===== src/rtl/cmp_stream_pkg.sv =====
// Shared types for the lane-parallel relational compare stream.
// Relation codes, their {y,z} mapping, and the skid-buffer state encodings.
package cmp_stream_pkg;

  typedef enum logic [1:0] {
    REL_GT,
    REL_LT,
    REL_EQ
  } rel_e;

  localparam logic [1:0] BUF_EMPTY = 2'd0;
  localparam logic [1:0] BUF_ONE   = 2'd1;
  localparam logic [1:0] BUF_FULL  = 2'd2;

  typedef enum logic [1:0] {
    StEmpty = BUF_EMPTY,
    StOne   = BUF_ONE,
    StFull  = BUF_FULL
  } buf_state_e;

  // {y,z}: gt=10, lt=01, eq=11; 00 is never produced.
  function automatic logic [1:0] rel_to_yz(rel_e r);
    case (r)
      REL_GT:  rel_to_yz = 2'b10;
      REL_LT:  rel_to_yz = 2'b01;
      default: rel_to_yz = 2'b11;
    endcase
  endfunction

endpackage


===== src/rtl/cmp_lane.sv =====
// Combinational single-lane compare of two WIDTH-bit operands.
// Signed mode flips both sign bits so one unsigned compare covers both cases.
module cmp_lane
  import cmp_stream_pkg::*;
#(
  parameter int unsigned WIDTH = 8
) (
  input  logic [WIDTH-1:0] a_i,
  input  logic [WIDTH-1:0] b_i,
  input  logic             signed_mode_i,
  output rel_e             rel_o
);

  logic [WIDTH-1:0] a_adj;
  logic [WIDTH-1:0] b_adj;

  always_comb begin
    a_adj = a_i;
    b_adj = b_i;
    if (signed_mode_i) begin
      a_adj[WIDTH-1] = ~a_i[WIDTH-1];
      b_adj[WIDTH-1] = ~b_i[WIDTH-1];
    end
    if (a_adj > b_adj) begin
      rel_o = REL_GT;
    end else if (a_adj < b_adj) begin
      rel_o = REL_LT;
    end else begin
      rel_o = REL_EQ;
    end
  end

endmodule


===== src/rtl/cmp_stream_lanes.sv =====
// Pipelined multi-lane compare with per-lane saturating "a greater" streaks,
// valid/ready on both sides and a 2-entry output skid buffer.
module cmp_stream_lanes
  import cmp_stream_pkg::*;
#(
  parameter int unsigned LANES = 4,
  parameter int unsigned WIDTH = 8,
  parameter int unsigned CNT_W = 4
) (
  input  logic                   clk,
  input  logic                   rst,
  input  logic                   mode_signed,
  input  logic                   in_valid,
  output logic                   in_ready,
  input  logic [LANES*WIDTH-1:0] in_a,
  input  logic [LANES*WIDTH-1:0] in_b,
  output logic                   out_valid,
  input  logic                   out_ready,
  output logic [LANES-1:0]       out_y,
  output logic [LANES-1:0]       out_z,
  output logic [LANES*CNT_W-1:0] out_streak,
  input  logic                   clr_streak
);

  rel_e                   rel [LANES];
  logic [LANES-1:0]       new_y;
  logic [LANES-1:0]       new_z;
  logic [LANES*CNT_W-1:0] cnt_q;
  logic [LANES*CNT_W-1:0] cnt_d;
  logic                   acc;
  logic                   con;
  logic                   rst_done_q;
  buf_state_e             state_q;
  logic [LANES-1:0]       y1_q;
  logic [LANES-1:0]       z1_q;
  logic [LANES*CNT_W-1:0] s1_q;

  for (genvar i = 0; i < LANES; i++) begin : g_lane
    cmp_lane #(
      .WIDTH(WIDTH)
    ) u_lane (
      .a_i          (in_a[i*WIDTH +: WIDTH]),
      .b_i          (in_b[i*WIDTH +: WIDTH]),
      .signed_mode_i(mode_signed),
      .rel_o        (rel[i])
    );
  end

  assign acc = in_valid && in_ready;
  assign con = out_valid && out_ready;

  // cnt_d doubles as the streak stored with an accepted beat (post-update value).
  always_comb begin
    new_y = '0;
    new_z = '0;
    cnt_d = cnt_q;
    for (int i = 0; i < LANES; i++) begin
      {new_y[i], new_z[i]} = rel_to_yz(rel[i]);
      if (clr_streak) begin
        cnt_d[i*CNT_W +: CNT_W] = '0;
      end else if (acc) begin
        if (rel[i] != REL_GT) begin
          cnt_d[i*CNT_W +: CNT_W] = '0;
        end else if (cnt_q[i*CNT_W +: CNT_W] != {CNT_W{1'b1}}) begin
          cnt_d[i*CNT_W +: CNT_W] = cnt_q[i*CNT_W +: CNT_W] + CNT_W'(1);
        end
      end
    end
  end

  // Head entry drives out_* directly; slot 1 holds the second queued result.
  always_ff @(posedge clk or posedge rst) begin
    if (rst) begin
      state_q    <= StEmpty;
      rst_done_q <= 1'b0;
      in_ready   <= 1'b0;
      out_valid  <= 1'b0;
      out_y      <= '0;
      out_z      <= '0;
      out_streak <= '0;
      y1_q       <= '0;
      z1_q       <= '0;
      s1_q       <= '0;
      cnt_q      <= '0;
    end else begin
      rst_done_q <= 1'b1;
      cnt_q      <= cnt_d;
      // rst_done_q holds in_ready low for the first edge after reset release.
      in_ready   <= rst_done_q;
      unique case (state_q)
        StEmpty: begin
          if (acc) begin
            out_y      <= new_y;
            out_z      <= new_z;
            out_streak <= cnt_d;
            out_valid  <= 1'b1;
            state_q    <= StOne;
          end
        end
        StOne: begin
          if (acc && !con) begin
            y1_q     <= new_y;
            z1_q     <= new_z;
            s1_q     <= cnt_d;
            in_ready <= 1'b0;
            state_q  <= StFull;
          end else if (acc && con) begin
            out_y      <= new_y;
            out_z      <= new_z;
            out_streak <= cnt_d;
          end else if (con) begin
            out_valid <= 1'b0;
            state_q   <= StEmpty;
          end
        end
        StFull: begin
          if (con) begin
            out_y      <= y1_q;
            out_z      <= z1_q;
            out_streak <= s1_q;
            if (acc) begin
              y1_q     <= new_y;
              z1_q     <= new_z;
              s1_q     <= cnt_d;
              in_ready <= 1'b0;
            end else begin
              state_q <= StOne;
            end
          end else begin
            in_ready <= 1'b0;
          end
        end
        default: begin
          state_q   <= StEmpty;
          out_valid <= 1'b0;
          in_ready  <= 1'b0;
        end
      endcase
    end
  end

endmodule


===== config.mk =====
export PLATFORM = sky130hd
export DESIGN_NAME = cmp_stream_lanes
export DESIGN_NICKNAME = d
export VERILOG_FILES = /design/src/rtl/cmp_stream_pkg.sv /design/src/rtl/cmp_lane.sv /design/src/rtl/cmp_stream_lanes.sv
export SDC_FILE = /design/constraint.sdc
export NUM_CORES = 1
export LEC_CHECK = 0
export CORE_ASPECT_RATIO = 0.5
export CORE_MARGIN = 4
export CORE_UTILIZATION = 40
export DETAILED_ROUTE_END_ITERATION = 8
export PLACE_DENSITY_LB_ADDON = 0.15
export SYNTH_ARGS = -nofsm -noshare
export SYNTH_HDL_FRONTEND = slang
export SYNTH_SLANG_ARGS = --single-unit

===== constraint.sdc =====
create_clock -name clk -period 3.1 [get_ports clk]
set_input_delay 0.62 -clock clk [delete_from_list [all_inputs] [get_ports clk]]
set_output_delay 0.62 -clock clk [all_outputs]
set_load 0.05 [all_outputs]

==> results of run 1 <==
==> logic make-up (layout without fill, tap and decap cells) <==
| logic type | Yosys count | in the layout | synth area share (%) |
|---|---|---|---|
| AO/OA/AOI/OAI | 144 | 144 | 23.7 |
| AND/OR/NAND/NOR | 139 | 139 | 15.6 |
| flip-flops | 69 | 69 | 40.7 |
| buffers and inverters | 57 | 162 | 5.72 |
| adder cells (fa/ha/maj) | 35 | 35 | 10.3 |
| XOR/XNOR | 11 | 11 | 2.27 |
| multiplexers | 6 | 6 | 1.50 |
| other | 1 | 1 | 0.0884 |
==> sequential cells by signal (all words and copies together) (netlist names) <==
| signal | count |
|---|---|
| cnt_q | 16 |
| state_q | 2 |
| s1_q | 16 |
| in_ready | 1 |
| rst_done_q | 1 |
| out_streak | 16 |
| out_y | 4 |
| out_valid | 1 |
| y1_q | 4 |
| z1_q | 4 |
| out_z | 4 |
==> worst max-delay path by stage <==
stage | end | slack (ns) | cells after the start
global placement | cnt_q[10] | 0.36 | 8
finish | cnt_q[10] | 0.63 | 8
floorplan | cnt_q[0] | 0.74 | 1
CTS | cnt_q[10] | 0.62 | 8
detailed placement | cnt_q[10] | 0.28 | 8
global route | cnt_q[10] | 0.47 | 8
==> metal layers <==
metal / vias to the layer above / routed length [um]
met4: 0 / 74
met3: 9 / 854
li1: 1853 / -
met1: 1667 / 5100
met2: 114 / 4340
met5: - / 0
==> cells in the mapped netlist (all sizes together) (2+ instances only) <==
master,instances,area [sq um]
a211oi,5,37.5
a21boi,4,41.3
a21oi,41,209
a311o,3,30.0
a31oi,10,81.3
and3,4,25.0
buf,14,81.3
clkbuf,9,33.8
dfrtp,69,1730
ha,35,438
inv,34,128
mux2,3,33.8
mux2i,3,30.0
nand2,66,253
nand2b,2,12.5
nand3,9,45.0
nand4,9,56.3
nor2,21,78.8
nor2b,11,68.8
nor3,6,46.3
nor3b,4,30.0
o211ai,4,30.0
o21a,4,30.0
o21ai,31,159
o22ai,2,18.8
o31ai,29,218
o41ai,5,73.8
or2,4,25.0
xnor2,4,35.0
xor2,7,61.3
==> power by group <==
part	internal (W)	switching, W
Combinational	0.000674	0.00112
Sequential	0.00114	0.000167
Clock	0.000577	0.000363
Total	0.00239	0.00165
==> per-stage QoR <==
stage / worst slack (ns) / std cells / utilization, % / area, sq um / hold slack (ns)
final: 0.628 / 707 / 55.3 / 5680 / 0.462
after global routing: 0.466 / 707 / 55.3 / 5680 / 0.497
after CTS: 0.624 / 707 / 55.3 / 5680 / 0.466
after detailed placement: 0.276 / 691 / 52.6 / 5410 / 0.454
after global placement: 0.364 / 691 / 52.6 / 5410 / 0.443
after floorplan: 0.740 / 462 / - / 4240 / 0.439
==> cell type report <==
class	count	area (sq um)	share of cell area (%)
multi-input combinational	336	2270	40.0
sequential	69	1730	30.4
timing repair buffer	112	1100	19.4
clock buffer	11	253	4.45
tap	140	175	3.08
inverter	34	128	2.25
clock inverter	5	25.0	0.440
==> results.json, run 1 <==
{
  "drc_errors": 0,
  "start_kind": "input port",
  "final_antenna_net_count": 0,
  "final_layout_size_suffix_gt1_share_pct": 10.2,
  "place_hpwl_um": 7790,
  "grt_pass1_vias": 3439,
  "track_usage_pct": 17.4,
  "hold_viol_final": 0,
  "cp_top_family": "buffers and inverters",
  "clk_pin_slew_ns": 0.05,
  "ys_ff_latch": 69,
  "num_antenna_cells": 0,
  "finalWirelength_um": 10400,
  "cts_hold_buf": 0,
  "firstDrtPassIters": 4,
  "antenna_found_initial": 0,
  "cts_buffer_depth": 2,
  "overflow": 0,
  "r2r-start": "state_q[1]",
  "post_cts_buffers": 0,
  "grt_use_met2_pct": 25.9,
  "finalClockSkew_ns": 0.00235,
  "netlist_instances": 462,
  "path_max_fanout": 14,
  "crit_start": "mode_signed",
  "min_to": "in_ready",
  "ir_drop_mv": 0.360,
  "syn_to_final_growth_pct": 34.0,
  "cp_data_arrival_time_ns": 2.67,
  "slew_viol_final": 0,
  "grt_max_degree": 40,
  "vias": 3643,
  "max_stage_delay_ns": 0.60,
  "required_ns": 3.30,
  "crit_path_top_delay_cell": "clkdlybuf4s50_1",
  "power.density_nw_per_um2": 711,
  "max-cap-violations": 0,
  "h-tree-depth": 3,
  "gp_congestion": 0.770,
  "core_sq_um": 10300,
  "vias_per_cell": 5.15,
  "cts_tree": "yes",
  "syn_nets": 567,
  "min_from": "rst_done_q",
  "synth_area_sq_um": 4240,
  "avgSynthCellArea_sq_um": 9.18,
  "worstSetupPathType": "input port to flip-flop",
  "num_io_pins": 96,
  "yosys_warnings": 0,
  "nets": 667,
  "fp.dieH_um": 80.8,
  "p_leak_nw": 2.50,
  "setup_viol": 0,
  "rr_endpoint": "z1_q[2]",
  "synth_edf_count": 0,
  "rows": 26,
  "first_iter_violations": 208,
  "cts_sinks": 69,
  "start_util_pct": 41.3,
  "setup_tns_ns": 0,
  "timing.fmax_mhz": 405,
  "die_w_um": 154,
  "grt_pass1_wl_um": 17200,
  "period_needed_ns": 2.47,
  "met3_usage_pct": 5.69,
  "post_cts_resized": 0,
  "wl_per_cell_um": 14.7,
  "reg2reg_slack_ns": 1.21,
  "crit_buf_inv": 2,
  "cp_cell_sequence": "clkdlybuf4s50_1, xor2_1, ha_1, nand4_1, or2_2, o21ai_1, buf_4, o21ai_0",
  "ys_seq_area_share_pct": 40.7,
  "status": "completed",
  "final_cell_mix": "clkdlybuf4s50_1 (95), dfrtp_1 (69), nand2_1 (64), a21oi_1 (40), ha_1 (35)",
  "power_w": 0.00404,
  "hold_depth": 1,
  "clk_latency_ns": 0.33,
  "fillers": 979,
  "rsz0062_at_grt": "false",
  "worstRegToRegCells": 5,
  "yosys_most_used_dff": "dfrtp_1",
  "met1_usage_pct": 24.7,
  "hp-class": "flip-flop to flip-flop",
  "dieArea_sq_um": 12400,
  "slew_headroom_pct": 54.9,
  "numCtsBuffers": 9,
  "final_common_cell": "clkdlybuf4s50_1",
  "ys_async_sr_fraction_pct": 100,
  "period_share_pct": 79.7,
  "ys_types": 53,
  "port_buffers": 95,
  "worst_pin_slew_ns": 0.675,
  "end_kind": "flip-flop",
  "cts-root-buf": "clkbuf_16",
  "top_usage_layer": "met2"
}
No activity file was read; power rests on OpenSTA's default activity.
==> run 2, diff against run 1 <==
==> constraint.sdc (replaced) <==
create_clock -name clk -period 2.5 [get_ports clk]
set_input_delay 0.5 -clock clk [delete_from_list [all_inputs] [get_ports clk]]
set_output_delay 0.5 -clock clk [all_outputs]
set_load 0.05 [all_outputs]
==> run 2 against run 1 <==
  * Die area stayed put
  * First-iteration DRC count is 25% higher
  * Setup slack worse by 0.37 ns
  * Sequential power is 24% higher
  * Cell area is 3.0% higher
  * Via count is 1.6% higher
  * Sequential share of layout area is 0.88 points lower
  * Largest cell class unchanged
  * Largest power group unchanged
==> results.json, run 2 (same netlist as run 1, synthesis figures left out) <==
{
  "hold_viol_final": 0,
  "required_ns": 2.00,
  "place_hpwl_um": 7670,
  "final_common_cell": "clkdlybuf4s50_1",
  "post_cts_buffers": 0,
  "power.density_nw_per_um2": 871,
  "grt_pass1_vias": 3495,
  "cp_data_arrival_time_ns": 1.74,
  "port_buffers": 95,
  "p_sw_share_pct": 40.3,
  "rows": 26,
  "end_kind": "output port",
  "ir_drop_mv": 0.429,
  "period_share_pct": 89.5,
  "timing.fmax_mhz": 447,
  "cts-root-buf": "clkbuf_16",
  "vias_per_cell": 5.14,
  "p_seq_share_pct": 31.7,
  "slew_headroom_pct": 63.7,
  "path_max_fanout": 8,
  "final_util_pct": 56.9,
  "crit_path_top_delay_cell": "clkdlybuf4s50_1",
  "vias": 3703,
  "wl_per_cell_um": 14.2,
  "reg_top3": "cnt_q: 16 flops, out_streak: 16 flops, s1_q: 16 flops",
  "finalClockSkew_ns": 0.00568,
  "drc_errors": 0,
  "dieArea_sq_um": 12400,
  "worstSetupPathType": "flip-flop to output port",
  "max_stage_delay_ns": 0.87,
  "comb_power_share_pct": 45.4,
  "worst_pin_slew_ns": 0.543,
  "cts_sinks": 69,
  "core_sq_um": 10300,
  "p_sw_w": 0.00206,
  "cts_tree": "yes",
  "p_leak_nw": 2.59,
  "setup_viol": 0,
  "gp_congestion": 0.747,
  "start_util_pct": 41.3,
  "clk_pin_slew_ns": 0.05,
  "crit_buf_inv": 1,
  "clkPwrFrac_pct": 22.9,
  "antenna_found_initial": 0,
  "h-tree-depth": 3,
  "worst_slack_ns": 0.263,
  "max-cap-violations": 0,
  "status": "completed",
  "num_antenna_cells": 0,
  "final_cell_mix": "clkdlybuf4s50_1 (95), dfrtp_1 (69), nand2_1 (64), a21oi_1 (40), ha_1 (35)",
  "nets": 681,
  "grt_pass1_wl_um": 16900,
  "first_iter_violations": 259,
  "cp_top_family": "buffers and inverters",
  "firstDrtPassIters": 5,
  "hp-class": "flip-flop to flip-flop",
  "final_antenna_net_count": 0,
  "cts_buffer_depth": 2,
  "overflow": 0,
  "period_needed_ns": 2.24,
  "final_layout_size_suffix_gt1_share_pct": 12.2,
  "syn_to_final_growth_pct": 38.0,
  "fp.dieH_um": 80.8,
  "post_cts_resized": 0,
  "grt_max_degree": 70,
  "numCtsBuffers": 9,
  "start_kind": "flip-flop",
  "cp_cell_sequence": "clkdlybuf4s50_1",
  "num_io_pins": 96,
  "die_w_um": 154,
  "dp_slack_ns": -0.0605,
  "finalWirelength_um": 10200,
  "internal-power_w": 0.00304,
  "rsz0062_at_grt": "false",
  "clk_latency_ns": 0.32,
  "track_usage_pct": 16.6,
  "cts_hold_buf": 0,
  "slew_viol_final": 0
}
-- run 2: worst paths after layout --
kind	startpoint	to	slack, ns	cells past startpoint
setup / recovery	out_valid	out_valid	0.26	1
hold / removal	rst_done_q	in_ready	0.46	1
setup reg to reg	state_q[1]	s1_q[1]	0.68	5
hold reg to reg	rst_done_q	in_ready	0.46	1
max in group asynchronous	rst	z1_q[2]	1.62	3
min in group asynchronous	rst	out_streak[12]	0.60	3
-- run 2: power by group through the flow --
stage               registers [W]  logic (W)  clock network (W)
floorplan                 0.00223   0.000852                  0
global placement          0.00163    0.00230                  0
detailed placement        0.00163    0.00233                  0
CTS                       0.00162    0.00233            0.00119
global route              0.00166    0.00249            0.00125
finish                    0.00162    0.00231            0.00117
-- run 2: through the flow --
| stage | setup TNS (ns) | hold slack [ns] | power [W] | instance area, sq um | cells |
|---|---|---|---|---|---|
| 5_1_grt | 0 | 0.492 | 0.00539 | 5850 | 721 |
| 2_1_floorplan | 0 | 0.439 | 0.00308 | 4240 | 462 |
| 3_5_place_dp | -0.288 | 0.449 | 0.00396 | 5570 | 705 |
| 4_1_cts | 0 | 0.462 | 0.00514 | 5850 | 721 |
| 3_3_place_gp | 0 | 0.451 | 0.00393 | 5570 | 705 |
| 6_report | 0 | 0.457 | 0.00510 | 5850 | 721 |
-- run 2: cell type report --
type | instances | area, sq um
inverter | 34 | 128
timing repair buffer | 126 | 1270
sequential | 69 | 1730
fill | 963 | 4430
tap | 140 | 175
clock inverter | 4 | 22.5
clock buffer | 12 | 256
multi-input combinational | 336 | 2270
-- run 2: per-layer routing --
metal | GRT usage [%] | wire [um] | up-vias
li1 | - | - | 1881
met1 | 23.2 | 4910 | 1711
met2 | 25.4 | 4390 | 109
met3 | 5.59 | 890 | 2
met4 | 3.26 | 32 | 0
met5 | 0 | 0 | -
